## src/rtl/display_scan_scheduler.sv

```systemverilog
// rtl/display_scan_scheduler.sv - 4-digit common-anode 7-segment scan scheduler with dead time and frame-synchronous shadow load
// Optional leading-zero suppression: define DISPLAY_LEADING_ZERO_BLANK_EN
module display_scan_scheduler #(
   parameter int DIV         = 50000,
   parameter int ON_TICKS    = 4,
   parameter int BLANK_TICKS = 1
) (
   input  logic        clk,
   input  logic        rst,
   input  logic [15:0] value,
   input  logic [3:0]  dp,
   input  logic [3:0]  digit_en,
   input  logic        load,
   output logic [3:0]  anode,
   output logic [6:0]  seg,
   output logic        dp_n,
   output logic [1:0]  choice,
   output logic        pending,
   output logic        frame_done
);

   localparam int PW   = $clog2(DIV);
   localparam int SMAX = (ON_TICKS > BLANK_TICKS) ? ON_TICKS : BLANK_TICKS;
   localparam int SW   = $clog2(SMAX + 1);

   localparam logic [0:0] ST_BLANK = 1'b0;
   localparam logic [0:0] ST_ON    = 1'b1;

   localparam logic [PW-1:0] PRE_LAST   = PW'(DIV - 1);
   localparam logic [SW-1:0] ON_LAST    = SW'(ON_TICKS - 1);
   localparam logic [SW-1:0] BLANK_LAST = SW'(BLANK_TICKS - 1);

   logic [PW-1:0] pre_cnt;
   logic          tick;
   logic [0:0]    state;
   logic [SW-1:0] slot_cnt;
   logic          on_end;
   logic          boundary;

   logic [15:0]   act_value;
   logic [3:0]    act_dp;
   logic [3:0]    act_en;
   logic [15:0]   shd_value;
   logic [3:0]    shd_dp;
   logic [3:0]    shd_en;

   logic [3:0]    cur_digit;
   logic          cur_dp;
   logic          cur_en;
   logic          suppress;
   logic          lit;

   function automatic logic [6:0] hex7(input logic [3:0] h);
      logic [6:0] s;
      case (h)
         4'h0: s = 7'b1000000;
         4'h1: s = 7'b1111001;
         4'h2: s = 7'b0100100;
         4'h3: s = 7'b0110000;
         4'h4: s = 7'b0011001;
         4'h5: s = 7'b0010010;
         4'h6: s = 7'b0000010;
         4'h7: s = 7'b1111000;
         4'h8: s = 7'b0000000;
         4'h9: s = 7'b0010000;
         4'hA: s = 7'b0001000;
         4'hB: s = 7'b0000011;
         4'hC: s = 7'b1000110;
         4'hD: s = 7'b0100001;
         4'hE: s = 7'b0000110;
         default: s = 7'b0001110;
      endcase
      return s;
   endfunction

   assign tick     = (pre_cnt == PRE_LAST);
   assign on_end   = tick && (state == ST_ON) && (slot_cnt == ON_LAST);
   assign boundary = on_end && (choice == 2'd3);

   always_ff @(posedge clk or posedge rst) begin
      if (rst) begin
         pre_cnt <= '0;
      end else begin
         pre_cnt <= tick ? '0 : pre_cnt + 1'b1;
      end
   end

   // Slot counter only moves on ticks; each phase lasts exactly its tick count.
   always_ff @(posedge clk or posedge rst) begin
      if (rst) begin
         state    <= ST_BLANK;
         slot_cnt <= '0;
         choice   <= 2'd0;
      end else if (tick) begin
         if (state == ST_BLANK) begin
            if (slot_cnt == BLANK_LAST) begin
               state    <= ST_ON;
               slot_cnt <= '0;
            end else begin
               slot_cnt <= slot_cnt + 1'b1;
            end
         end else begin
            if (slot_cnt == ON_LAST) begin
               state    <= ST_BLANK;
               slot_cnt <= '0;
               choice   <= choice + 1'b1;
            end else begin
               slot_cnt <= slot_cnt + 1'b1;
            end
         end
      end
   end

   // A load coinciding with the boundary bypasses the shadow so it is not lost for a frame.
   always_ff @(posedge clk or posedge rst) begin
      if (rst) begin
         shd_value  <= '0;
         shd_dp     <= '0;
         shd_en     <= '0;
         act_value  <= '0;
         act_dp     <= '0;
         act_en     <= '0;
         pending    <= 1'b0;
         frame_done <= 1'b0;
      end else begin
         frame_done <= boundary;
         if (load) begin
            shd_value <= value;
            shd_dp    <= dp;
            shd_en    <= digit_en;
         end
         if (boundary) begin
            pending <= 1'b0;
            if (load) begin
               act_value <= value;
               act_dp    <= dp;
               act_en    <= digit_en;
            end else if (pending) begin
               act_value <= shd_value;
               act_dp    <= shd_dp;
               act_en    <= shd_en;
            end
         end else if (load) begin
            pending <= 1'b1;
         end
      end
   end

   always_comb begin
      cur_digit = 4'h0;
      cur_dp    = 1'b0;
      cur_en    = 1'b0;
      case (choice)
         2'd0: begin cur_digit = act_value[15:12]; cur_dp = act_dp[3]; cur_en = act_en[3]; end
         2'd1: begin cur_digit = act_value[11:8];  cur_dp = act_dp[2]; cur_en = act_en[2]; end
         2'd2: begin cur_digit = act_value[7:4];   cur_dp = act_dp[1]; cur_en = act_en[1]; end
         default: begin cur_digit = act_value[3:0]; cur_dp = act_dp[0]; cur_en = act_en[0]; end
      endcase
   end

`ifdef DISPLAY_LEADING_ZERO_BLANK_EN
   logic [2:0] zero_run;

   // zero_run[i]: slot i and every slot to its left hold zero; the rightmost slot is never suppressed.
   always_comb begin
      zero_run[0] = (act_value[15:12] == 4'h0);
      zero_run[1] = zero_run[0] && (act_value[11:8] == 4'h0);
      zero_run[2] = zero_run[1] && (act_value[7:4] == 4'h0);
      suppress    = 1'b0;
      case (choice)
         2'd0: suppress = zero_run[0];
         2'd1: suppress = zero_run[1];
         2'd2: suppress = zero_run[2];
         default: suppress = 1'b0;
      endcase
   end
`else
   assign suppress = 1'b0;
`endif

   assign lit = (state == ST_ON) && cur_en && !suppress;

   always_ff @(posedge clk or posedge rst) begin
      if (rst) begin
         anode <= 4'b1111;
         seg   <= 7'b1111111;
         dp_n  <= 1'b1;
      end else if (lit) begin
         anode <= ~(4'b1000 >> choice);
         seg   <= hex7(cur_digit);
         dp_n  <= ~cur_dp;
      end else begin
         anode <= 4'b1111;
         seg   <= 7'b1111111;
         dp_n  <= 1'b1;
      end
   end

endmodule
```

## config.mk

```make
export PLATFORM = sky130hd
export DESIGN_NAME = display_scan_scheduler
export DESIGN_NICKNAME = d
export VERILOG_FILES = /design/src/rtl/display_scan_scheduler.sv
export SDC_FILE = /design/constraint.sdc
export NUM_CORES = 1
export LEC_CHECK = 0
export BUFFER_PORTS_ARGS = -buffer_cell sky130_fd_sc_hd__buf_4
export CAP_MARGIN = 5
export CORE_MARGIN = 10
export CORE_UTILIZATION = 40
export CTS_CLUSTER_SIZE = 12
export DETAILED_ROUTE_END_ITERATION = 12
export SYNTH_ARGS = -nofsm -noshare
export SYNTH_HDL_FRONTEND = slang
export SYNTH_SLANG_ARGS = --single-unit
export TNS_END_PERCENT = 30
```

## constraint.sdc

```tcl
create_clock -name clk -period 5.85 [get_ports clk]
set_clock_uncertainty 0.15 [all_clocks]
set_input_delay 0.585 -clock clk [delete_from_list [all_inputs] [get_ports clk]]
set_output_delay 0.585 -clock clk [all_outputs]
set_load 0.01 [all_outputs]
```

==> impl_metrics.csv, run 1 <==
group,metric,value,unit
place,place.port_buffers,42,
timing,setup-tns-final,0,ns
floorplan,die_width,117,um
critical_path,critPathLaunch,"pre_cnt[0]",
clock_network,cts_root_buf,"sky130_fd_sc_hd__clkbuf_8",
critical_path,setup.worst_path.end,"act_value[10]",
power,power.ir.vdd_worst,0.100,mV
cells_and_area,antennaDiodeCount,0,
global_routing,first_global_vias,2308,
critical_path,cp_slowest_stage_delay,0.84,ns
floorplan,design.die.area,13600,sq um
place,dpl.cell_count,437,
clock_network,clk_path_buf_depth,2,
critical_path,crit-reg2reg-launch,"pre_cnt[0]",
clock_network,insertion_delay,0.34,ns
route,total_routed_wirelength,6.96,mm
critical_path,critPathMaxFanout,24,
route,ant_nets,0,
cells_and_area,fin_nets,380,
floorplan,initial_utilization,40.8,%
logic_synthesis,synth_area,3740,sq um
place,gpl.final_weighted_congestion,0.830,
hold_path,hp-class,"input port to flip-flop",
outcome,outcome,"finished clean",
floorplan,floorplan.rows,35,
critical_path,arrival,3.08,ns
critical_path,worstSetupPathDepth,5,
cells_and_area,syn2layout_area_growth,16.4,%
critical_path,worst_path_dominant_cell_family,"simple AND/OR/NAND/NOR gates",
power,power.density_cell_area,252,nW/um^2
logic_synthesis,synth_largest_area_cell,"sky130_fd_sc_hd__dfrtp_1",
critical_path,critPathKind,"flip-flop to flip-flop",
logic_synthesis,ys_ff_latch,84,
route,routedWlPerCell,15.4,um
timing,finalWorstPathRequiredPeriod,3.01,ns
cells_and_area,mostFrequentLayoutCells,"72 x sky130_fd_sc_hd__dfrtp_1, 52 x sky130_fd_sc_hd__mux2_2, 43 x sky130_fd_sc_hd__buf_4",
clock_network,clock_sinks,84,
route,remaining_drc_errors,0,
critical_path,critical_path.endpoint_type,"flip-flop",
clock_network,cts.htree.levels,3,
timing,worst_slew_margin_rel,31.2,%
critical_path,cp-start-kind,"flip-flop",
global_routing,grt_start_max_net_pins,85,
global_routing,groute.usage.overall,10.6,%
cells_and_area,post_route_cells_drive_above_1_share,36.8,%
route,iter_0_drt_violations,123,
timing,tightest_slew,1.03,ns
timing,peak_clock_frequency_supported_by_timing,333,MHz
critical_path,timing.critical_path.buf_inv,0,
timing,setup_viol,0,
global_routing,globalRouteOverflowTotal,0,
global_routing,grt_first_pass_wirelength,11.5,mm
logic_synthesis,yosys.area.top_type_share,48.2,%
place,detailedPlacementHpwl,4.82,mm
job,cap_viol_max_count,0,
power,design_power_total,0.00110,W
route,detailroute.via_count,2331,
logic_synthesis,synth.area.top_cells,"sky130_fd_sc_hd__dfrtp_1 48%, sky130_fd_sc_hd__mux2_2 16%, sky130_fd_sc_hd__dfstp_2 8.4%, sky130_fd_sc_hd__ha_1 5.4%, sky130_fd_sc_hd__nand2_1 2.3%",
clock_network,post-cts-setup-buffer-count,0,
logic_synthesis,synth_fp_nets,336,
critical_path,critPathSlowestCell,"sky130_fd_sc_hd__or3b_1",
timing,hold_viol,0,
clock_network,postCtsResizedCells,0,
logic_synthesis,yosysUniqueCellTypes,36,
cells_and_area,instances_no_fill,453,
global_routing,grt_antenna_before_repair,0,
route,drt-vias-per-instance,5.15,
critical_path,cp_data_required_time,5.93,ns
critical_path,worst-r2r-cell-count,5,
logic_synthesis,synthesis.instances,293,
cells_and_area,final_common_cell,"sky130_fd_sc_hd__dfrtp_1",
critical_path,timing.rr.end,"act_value[10]",
logic_synthesis,yosys_warnings,0,
floorplan,floorplan.core_area,9150,sq um
logic_synthesis,synth_sequential_area_ratio,56.7,%
critical_path,rrSetupSlack,2.84,ns
clock_network,cts.hold.buffers_added,0,
floorplan,io_pins,43,
timing,final_max_slew_viol_count,0,
timing,grt_setup_unrepaired,"no",
route,first_pass_iters,5,
power,total_leakage_power,2.01,nW
floorplan,floorplan.die.height,117,um
clock_network,tritoncts,"built",
clock_network,clk_pin_slew_worst_paths,0.09,ns
critical_path,path_cells,"ha_1 > and3_1 > and4_1 > or3b_1 > mux2_4",
clock_network,cts_inserted_buffers,9,
logic_synthesis,per_instance_average_area_after_synthesis,12.8,sq um
timing,fin_crit_sh,51.4,%
-- kinds of logic after synthesis --
kind of cell | after synthesis | share of synthesized area (%)
multiplexers | 58 | 17.4
flip-flops | 84 | 56.7
buffers and inverters | 21 | 2.81
XOR/XNOR | 9 | 2.11
AO/OA/AOI/OAI | 32 | 5.76
AND/OR/NAND/NOR | 73 | 9.88
adder cells (fa/ha/maj) | 16 | 5.36
-- per-layer routing --
metal | global-route usage [%] | share of wire, % | wire [um] | vias to the layer above
li1 | - | - | - | 1124
met1 | 13.8 | 48 | 3320 | 1160
met2 | 16.5 | 46 | 3230 | 41
met3 | 3.44 | 5.0 | 346 | 6
met4 | 3.46 | 0.89 | 62 | 0
met5 | 0 | 0 | 0 | -
-- cell usage after synthesis, drive strengths merged --
cell type,number
buf,6
a22oi,1
a222oi,5
xor2,3
nor3,1
a31oi,1
ha,16
mux2,53
nor4bb,1
o21ai,7
dfstp,12
mux2i,5
inv,10
a211oi,1
nand2,23
o221ai,5
o22ai,1
dfrtp,72
nor2,17
nor4b,2
nand3,9
clkbuf,4
and4bb,1
nand2b,3
nand4,3
or3b,1
a22o,1
xnor2,6
clkinv,1
nor2b,5
and3,4
and4,3
a21oi,10
-- area by class of cell --
| type | instances | area, sq um |
|---|---|---|
| Clock buffer | 9 | 124 |
| Clock inverter | 7 | 91.3 |
| Fill cell | 835 | 4800 |
| Inverter | 11 | 42.5 |
| Multi-Input combinational cell | 188 | 1510 |
| Sequential cell | 84 | 2120 |
| Tap cell | 111 | 139 |
| Timing Repair Buffer | 43 | 323 |
-- worst reg2reg max path, cell delays in order (launching register included) --
cell and delay, ns:
sky130_fd_sc_hd__dfrtp_1 0.40, sky130_fd_sc_hd__ha_1 0.22, sky130_fd_sc_hd__and3_1 0.22, sky130_fd_sc_hd__and4_1 0.60, sky130_fd_sc_hd__or3b_1 0.84, sky130_fd_sc_hd__mux2_4 0.46
-- registers in the layout, indices dropped and copies added (netlist names) --
signal,count
shd_value,16
choice,2
act_en,4
act_dp,4
shd_en,4
pending,1
dp_n,1
seg,7
slot_cnt,3
frame_done,1
pre_cnt,16
anode,4
act_value,16
shd_dp,4
state,1
-- worst min-delay path by stage --
stage                    endpoint         from  cells past startpoint  slack (ns)
global placement      pre_cnt[15]  pre_cnt[15]                      1        0.32
detailed placement    pre_cnt[15]  pre_cnt[15]                      1        0.34
global route            shd_en[0]  digit_en[0]                      2        0.32
floorplan             pre_cnt[15]  pre_cnt[15]                      1        0.30
finish                  shd_en[2]  digit_en[2]                      2        0.34
CTS                 shd_value[13]    value[13]                      2        0.33
-- report_power, final --
part / switching (W) / internal [W]
logic: 0.0000257 / 0.0000266
registers: 0.00000338 / 0.000597
clock network: 0.000204 / 0.000239
-- stage by stage --
step           hold WS (ns)  setup WS, ns  area (sq um)  utilization (%)
2_1_floorplan         0.295          2.97          3740                -
3_3_place_gp          0.320          2.92          4140             45.2
3_5_place_dp          0.336          2.88          4140             45.2
4_1_cts               0.328          2.84          4350             47.5
5_1_grt               0.325          2.64          4350             47.5
6_report              0.341          2.84          4350             47.5
Power figures use the tool's default switching activity.
==> run 2, diff against run 1 <==
- clock period: 5.85 -> 3 ns (I/O delays scaled with it)
==> run 2 against run 1 <==
Against the previous run: clock power rose by 74%; hold slack lost 0.30 ns; setup slack worse by 2.4 ns; flip-flop and latch count stayed put; wire length grew 4.0%; critical endpoint is now seg[6]; combinational power up 100%.
==> impl_metrics.csv, run 2 (synthesis gave the netlist of run 1 again) <==
group,metric,value,unit
timing,grt_setup_unrepaired,"no",
route,drt-vias-per-instance,5.12,
timing,hold_viol,0,
global_routing,groute.usage.overall,11.5,%
critical_path,cp-start-kind,"flip-flop",
clock_network,cts.htree.levels,3,
critical_path,critPathKind,"flip-flop to flip-flop",
floorplan,floorplan.rows,35,
place,place.port_buffers,42,
route,detailroute.via_count,2351,
job,cap_viol_max_count,0,
timing,peak_clock_frequency_supported_by_timing,390,MHz
global_routing,globalRouteOverflowTotal,0,
floorplan,initial_utilization,40.8,%
clock_network,tritoncts,"built",
global_routing,grt_start_max_net_pins,40,
cells_and_area,final_common_cell,"sky130_fd_sc_hd__dfrtp_1",
timing,worst_slew_margin_rel,45.6,%
timing,final_max_slew_viol_count,0,
route,routedWlPerCell,15.8,um
route,total_routed_wirelength,7.23,mm
route,ant_nets,0,
place,gpl.final_weighted_congestion,0.818,
floorplan,floorplan.core_area,9150,sq um
clock_network,post-cts-setup-buffer-count,0,
floorplan,floorplan.die.height,117,um
place,dp_slack,0.468,ns
floorplan,die_width,117,um
clock_network,clk_pin_slew_worst_paths,0.08,ns
timing,fin_crit_sh,85.4,%
power,total_leakage_power,2.03,nW
global_routing,grt_antenna_before_repair,0,
power,power.density_cell_area,468,nW/um^2
critical_path,arrival,2.67,ns
route,first_pass_iters,5,
cells_and_area,fillCellCount,841,
timing,tightest_slew,0.816,ns
cells_and_area,antennaDiodeCount,0,
critical_path,cp_data_required_time,3.11,ns
place,detailedPlacementHpwl,5.27,mm
route,remaining_drc_errors,0,
cells_and_area,layout_top_registers,"act_value (16), pre_cnt (16), shd_value (16)",
floorplan,design.die.area,13600,sq um
critical_path,critical_path.endpoint_type,"flip-flop",
clock_network,cts_inserted_buffers,9,
cells_and_area,multi_input_area,1510,sq um
clock_network,clock_sinks,84,
cells_and_area,fin_nets,386,
power,power.ir.vdd_worst,0.199,mV
cells_and_area,syn2layout_area_growth,17.2,%
global_routing,first_global_vias,2455,
cells_and_area,mostFrequentLayoutCells,"72 x sky130_fd_sc_hd__dfrtp_1, 52 x sky130_fd_sc_hd__mux2_2, 47 x sky130_fd_sc_hd__buf_4",
route,iter_0_drt_violations,68,
cells_and_area,post_route_cells_drive_above_1_share,37.4,%
cells_and_area,seqCellArea,2120,sq um
clock_network,insertion_delay,0.35,ns
timing,finalWorstPathRequiredPeriod,2.56,ns
global_routing,grt_first_pass_wirelength,12.3,mm
critical_path,critPathMaxFanout,7,
timing,setup_viol,0,
cells_and_area,fin_util,47.8,%
hold_path,hp-class,"input port to flip-flop",
clock_network,cts_root_buf,"sky130_fd_sc_hd__clkbuf_8",
outcome,outcome,"finished clean",
floorplan,io_pins,43,
timing,setup_slack,0.439,ns
clock_network,clk_path_buf_depth,2,
critical_path,rrSetupSlack,0.44,ns
timing,setup-tns-final,0,ns
==> run 2: cell count changes in the layout (fill, tap and decap cells not counted), sizes merged <==
cell         delta
dlygate4sd3     +1
clkinv          +1
clkbuf          +1
bufinv          -1
clkinvlp        -1
buf             +5
==> run 2: cell type report <==
type	count	area share, %
Sequential cell	84	48.4
Inverter	11	0.972
Tap cell	111	3.17
Timing Repair Buffer	49	8.75
Clock inverter	6	1.26
Multi-Input combinational cell	188	34.6
Clock buffer	10	2.92
==> run 2: path summary, 6_finish.rpt <==
kind / cells after the start / end / startpoint
worst max-delay path: 10 / seg[6] / choice[0]
worst max register to register: 10 / seg[6] / choice[0]
worst min register to register: 1 / pre_cnt[15] / pre_cnt[15]
worst min-delay path: 2 / shd_dp[0] / dp[0]
min in group asynchronous: 3 / act_value[9] / rst
max in group asynchronous: 4 / seg[1] / rst
==> run 2: power breakdown <==
| group | total [W] | switching, W | internal, W |
|---|---|---|---|
| sequential | 0.00117 | 0.00000692 | 0.00116 |
| clock | 0.000770 | 0.000392 | 0.000378 |
| combinational | 0.000106 | 0.0000501 | 0.0000561 |
| total | 0.00205 | 0.000449 | 0.00160 |
==> run 2: worst max-delay path, stage by stage (launching register included) <==
cell,delay (ns)
sky130_fd_sc_hd__dfrtp_1,0.44
sky130_fd_sc_hd__inv_1,0.12
sky130_fd_sc_hd__ha_1,0.29
sky130_fd_sc_hd__a22oi_1,0.18
sky130_fd_sc_hd__nand2_1,0.07
sky130_fd_sc_hd__mux2i_1,0.36
sky130_fd_sc_hd__inv_1,0.17
sky130_fd_sc_hd__ha_1,0.25
sky130_fd_sc_hd__nor2b_1,0.15
sky130_fd_sc_hd__a21oi_1,0.15
sky130_fd_sc_hd__o221ai_1,0.14
==> run 2: per-layer routing <==
| metal | GRT usage [%] | share of wire [%] | vias up |
|---|---|---|---|
| met5 | 0 | 0 | - |
| met1 | 14.8 | 46 | 1172 |
| met3 | 3.80 | 5.4 | 9 |
| li1 | - | - | 1135 |
| met2 | 17.2 | 47 | 35 |
| met4 | 5.11 | 1.6 | 0 |
==> run 2: what timing repair did <==
action                                 CTS  global route
gates resized for setup                  0             0
setup endpoints to repair                0             0
hold buffers                             1             0
endpoints found under the hold margin   35             0
==> run 2: per-stage QoR <==
stage	cell area, sq um	total power, W	hold WS [ns]	cells
after floorplan	3740	0.00125	0.295	293
after global placement	4190	0.00130	0.281	442
after detailed placement	4190	0.00130	0.288	442
after CTS	4380	0.00207	0.0344	459
after global routing	4380	0.00214	0.0280	459
final	4380	0.00205	0.0451	459
==> run 3, diff against run 2 <==
- ABC_AREA: default -> 1
==> run 3 against run 2 <==
Against the previous run: flip-flop and latch count unchanged; combinational power down 7%; clock-buffer cell count unchanged; sequential power about the same; final cell count up 47%; sequential share of layout area down 3.9 points; critical endpoint is now seg[3]; highest routed layer unchanged.
==> impl_metrics.csv, run 3 <==
group,metric,value,unit
power,total_leakage_power,2.55,nW
cells_and_area,antennaDiodeCount,0,
logic_synthesis,synthesis.instances,488,
logic_synthesis,synth_sequential_area_ratio,50.9,%
global_routing,grt_antenna_before_repair,0,
floorplan,initial_utilization,40.6,%
clock_network,cts.htree.levels,3,
critical_path,worst_path_dominant_cell_family,"adder cells",
place,place.port_buffers,42,
route,iter_0_drt_violations,142,
power,power.ir.vdd_worst,0.196,mV
logic_synthesis,yosys.area.top_type_share,43.4,%
global_routing,globalRouteMet1Util,16.7,%
timing,grt_setup_unrepaired,"no",
hold_path,min_delay_path_depth,3,
clock_network,clock_sinks,84,
place,dpl.cell_count,656,
outcome,outcome,"finished clean",
logic_synthesis,ys_ff_latch,84,
global_routing,grt_start_max_net_pins,35,
critical_path,cp_data_required_time,3.13,ns
timing,hold_viol,0,
timing,fin_crit_sh,85.9,%
logic_synthesis,asyncSetResetFlopFracSynth,100,%
place,gpl.final_weighted_congestion,0.886,
cells_and_area,mostFrequentLayoutCells,"197 x sky130_fd_sc_hd__nand2_1, 72 x sky130_fd_sc_hd__dfrtp_1, 46 x sky130_fd_sc_hd__nand3_1",
place,dp_slack,0.465,ns
critical_path,timing.critical_path.buf_inv,2,
clock_network,cts_root_buf,"sky130_fd_sc_hd__clkbuf_8",
global_routing,global_route.peak_usage_layer,"met2",
critical_path,worst-r2r-cell-count,11,
global_routing,met2_usage,20.5,%
timing,worst_slew_margin_rel,53.8,%
critical_path,critical_path.endpoint_type,"flip-flop",
route,routedWlPerCell,13.3,um
route,remaining_drc_errors,0,
route,drt-vias-per-instance,4.72,
timing,setup_viol,0,
logic_synthesis,synth-adder-area-share,4.82,%
logic_synthesis,ys_dominant_reg_cell,"sky130_fd_sc_hd__dfrtp_1",
logic_synthesis,yosysMostFrequentCell,"sky130_fd_sc_hd__nand2_1",
clock_network,insertion_delay,0.35,ns
route,detailroute.via_count,3174,
logic_synthesis,synth.area.top_cells,"sky130_fd_sc_hd__dfrtp_1 43%, sky130_fd_sc_hd__nand2_1 18%, sky130_fd_sc_hd__dfstp_2 7.6%, sky130_fd_sc_hd__nand3_1 5.5%, sky130_fd_sc_hd__ha_1 4.8%",
critical_path,critPathKind,"flip-flop to flip-flop",
critical_path,critPathMaxFanout,7,
floorplan,io_pins,43,
logic_synthesis,compound_gate_portion_of_the_synthesized_area,2.74,%
cells_and_area,fin_util,46.6,%
timing,setup_slack,0.423,ns
cells_and_area,syn2layout_area_growth,14.7,%
cells_and_area,final_common_cell,"sky130_fd_sc_hd__nand2_1",
clock_network,post-cts-setup-buffer-count,0,
timing,final_max_slew_viol_count,0,
floorplan,floorplan.rows,37,
floorplan,die_width,122,um
cells_and_area,fin_nets,575,
timing,tightest_slew,0.685,ns
clock_network,clk_path_buf_depth,2,
place,detailedPlacementHpwl,6.74,mm
cells_and_area,stdcell_area,4760,sq um
route,first_pass_iters,4,
floorplan,floorplan.core_area,10200,sq um
power,power.density_cell_area,438,nW/um^2
logic_synthesis,yosysUniqueCellTypes,38,
floorplan,floorplan.die.height,122,um
logic_synthesis,yosys_warnings,0,
route,ant_nets,0,
timing,setup-tns-final,0,ns
critical_path,cp-start-kind,"flip-flop",
logic_synthesis,synth_edf_count,0,
logic_synthesis,synth_area,4160,sq um
global_routing,globalRouteOverflowTotal,0,
logic_synthesis,synth-simple-area-share,33.3,%
clock_network,clk_pin_slew_worst_paths,0.09,ns
cells_and_area,instances_no_fill,673,
logic_synthesis,synth-xor-area-share,1.90,%
route,total_routed_wirelength,8.94,mm
clock_network,tritoncts,"built",
logic_synthesis,largest_family_of_logic_cells_by_synthesized_area,"simple AND/OR/NAND/NOR gates",
logic_synthesis,share_of_synthesized_area_spent_on_multiplexers,0,%
logic_synthesis,top_cell_types_by_occurrence_after_synthesis,"197 x sky130_fd_sc_hd__nand2_1, 72 x sky130_fd_sc_hd__dfrtp_1, 46 x sky130_fd_sc_hd__nand3_1",
job,cap_viol_max_count,0,
logic_synthesis,synth_largest_area_cell,"sky130_fd_sc_hd__dfrtp_1",
logic_synthesis,per_instance_average_area_after_synthesis,8.51,sq um
global_routing,grt_first_pass_wirelength,15.7,mm
logic_synthesis,synth_fp_nets,531,
critical_path,worstSetupPathDepth,11,
critical_path,path_cells,"inv_1 > ha_1 > nand2_1 > nand2_1 > o21ai_0 > inv_1 > ha_1 > nand3_1 > nand3_1 > nand2_1 > nand2_1",
global_routing,gr-usage-met3,2.96,%
floorplan,design.die.area,14900,sq um
hold_path,hp-class,"input port to flip-flop",
place,place_area,4550,sq um
critical_path,cp_slowest_stage_delay,0.54,ns
global_routing,groute.usage.overall,12.9,%
cells_and_area,layout_top_registers,"act_value (16), pre_cnt (16), shd_value (16)",
critical_path,critPathSlowestCell,"sky130_fd_sc_hd__o21ai_0",
critical_path,arrival,2.71,ns
cells_and_area,post_route_cells_drive_above_1_share,18.8,%
timing,finalWorstPathRequiredPeriod,2.58,ns
critical_path,critical_path.most_common_cell,"sky130_fd_sc_hd__nand2_1",
global_routing,first_global_vias,3272,
timing,peak_clock_frequency_supported_by_timing,388,MHz
clock_network,cts_inserted_buffers,9,
## run 3: final cells by class
class	instances	area [sq um]
clock inverters	6	63.8
clock buffers	10	138
flip-flops and latches	84	2120
inverters	40	153
repair buffers	46	348
fillers	1036	5470
well taps	136	170
multi-input cells	351	1780
## run 3: path summary, 6_finish.rpt
check                           slack (ns)      endpoint       start
worst max register to register        0.42        seg[3]   choice[0]
worst min register to register        0.32    pre_cnt[0]  pre_cnt[0]
min in group asynchronous             0.40  shd_value[7]         rst
max in group asynchronous             1.50          dp_n         rst
worst min-delay path                  0.02     shd_dp[0]       dp[0]
worst max-delay path                  0.42        seg[3]   choice[0]
## run 3: logic make-up (layout without fill, tap and decap cells)
logic type / count (synthesis) / in the layout
fa+ha+maj: 16 / 16
compound gates: 19 / 19
xor+xnor: 9 / 9
flops: 84 / 84
simple gates: 307 / 307
buf+inv: 53 / 102
## run 3: what timing repair did
item | in CTS | in global routing
hold endpoints to repair | 32 | 0
hold buffers | 1 | 0
gates resized for setup | 0 | 0
## run 3: worst min-delay path, delay by kind of cell
| family | cells | cell delay (ns) |
|---|---|---|
| simple gates | 2 | 0.11 |
| buf+inv | 1 | 0.08 |
## run 3: layer usage
metal,vias up,share of wire (%)
met1,1510,47
li1,1615,-
met4,0,1.3
met2,40,49
met3,9,2.9
met5,-,0
## run 3: metrics by stage
stage	hold slack, ns	power (W)
after detailed placement	0.246	0.00129
after global placement	0.240	0.00129
after global routing	0.0113	0.00218
after CTS	0.00177	0.00212
after floorplan	0.283	0.00124
final	0.0158	0.00209
## run 3: where the power goes
part	internal, W	switching [W]
logic	0.0000382	0.0000602
registers	0.00116	0.00000753
clock network	0.000406	0.000415
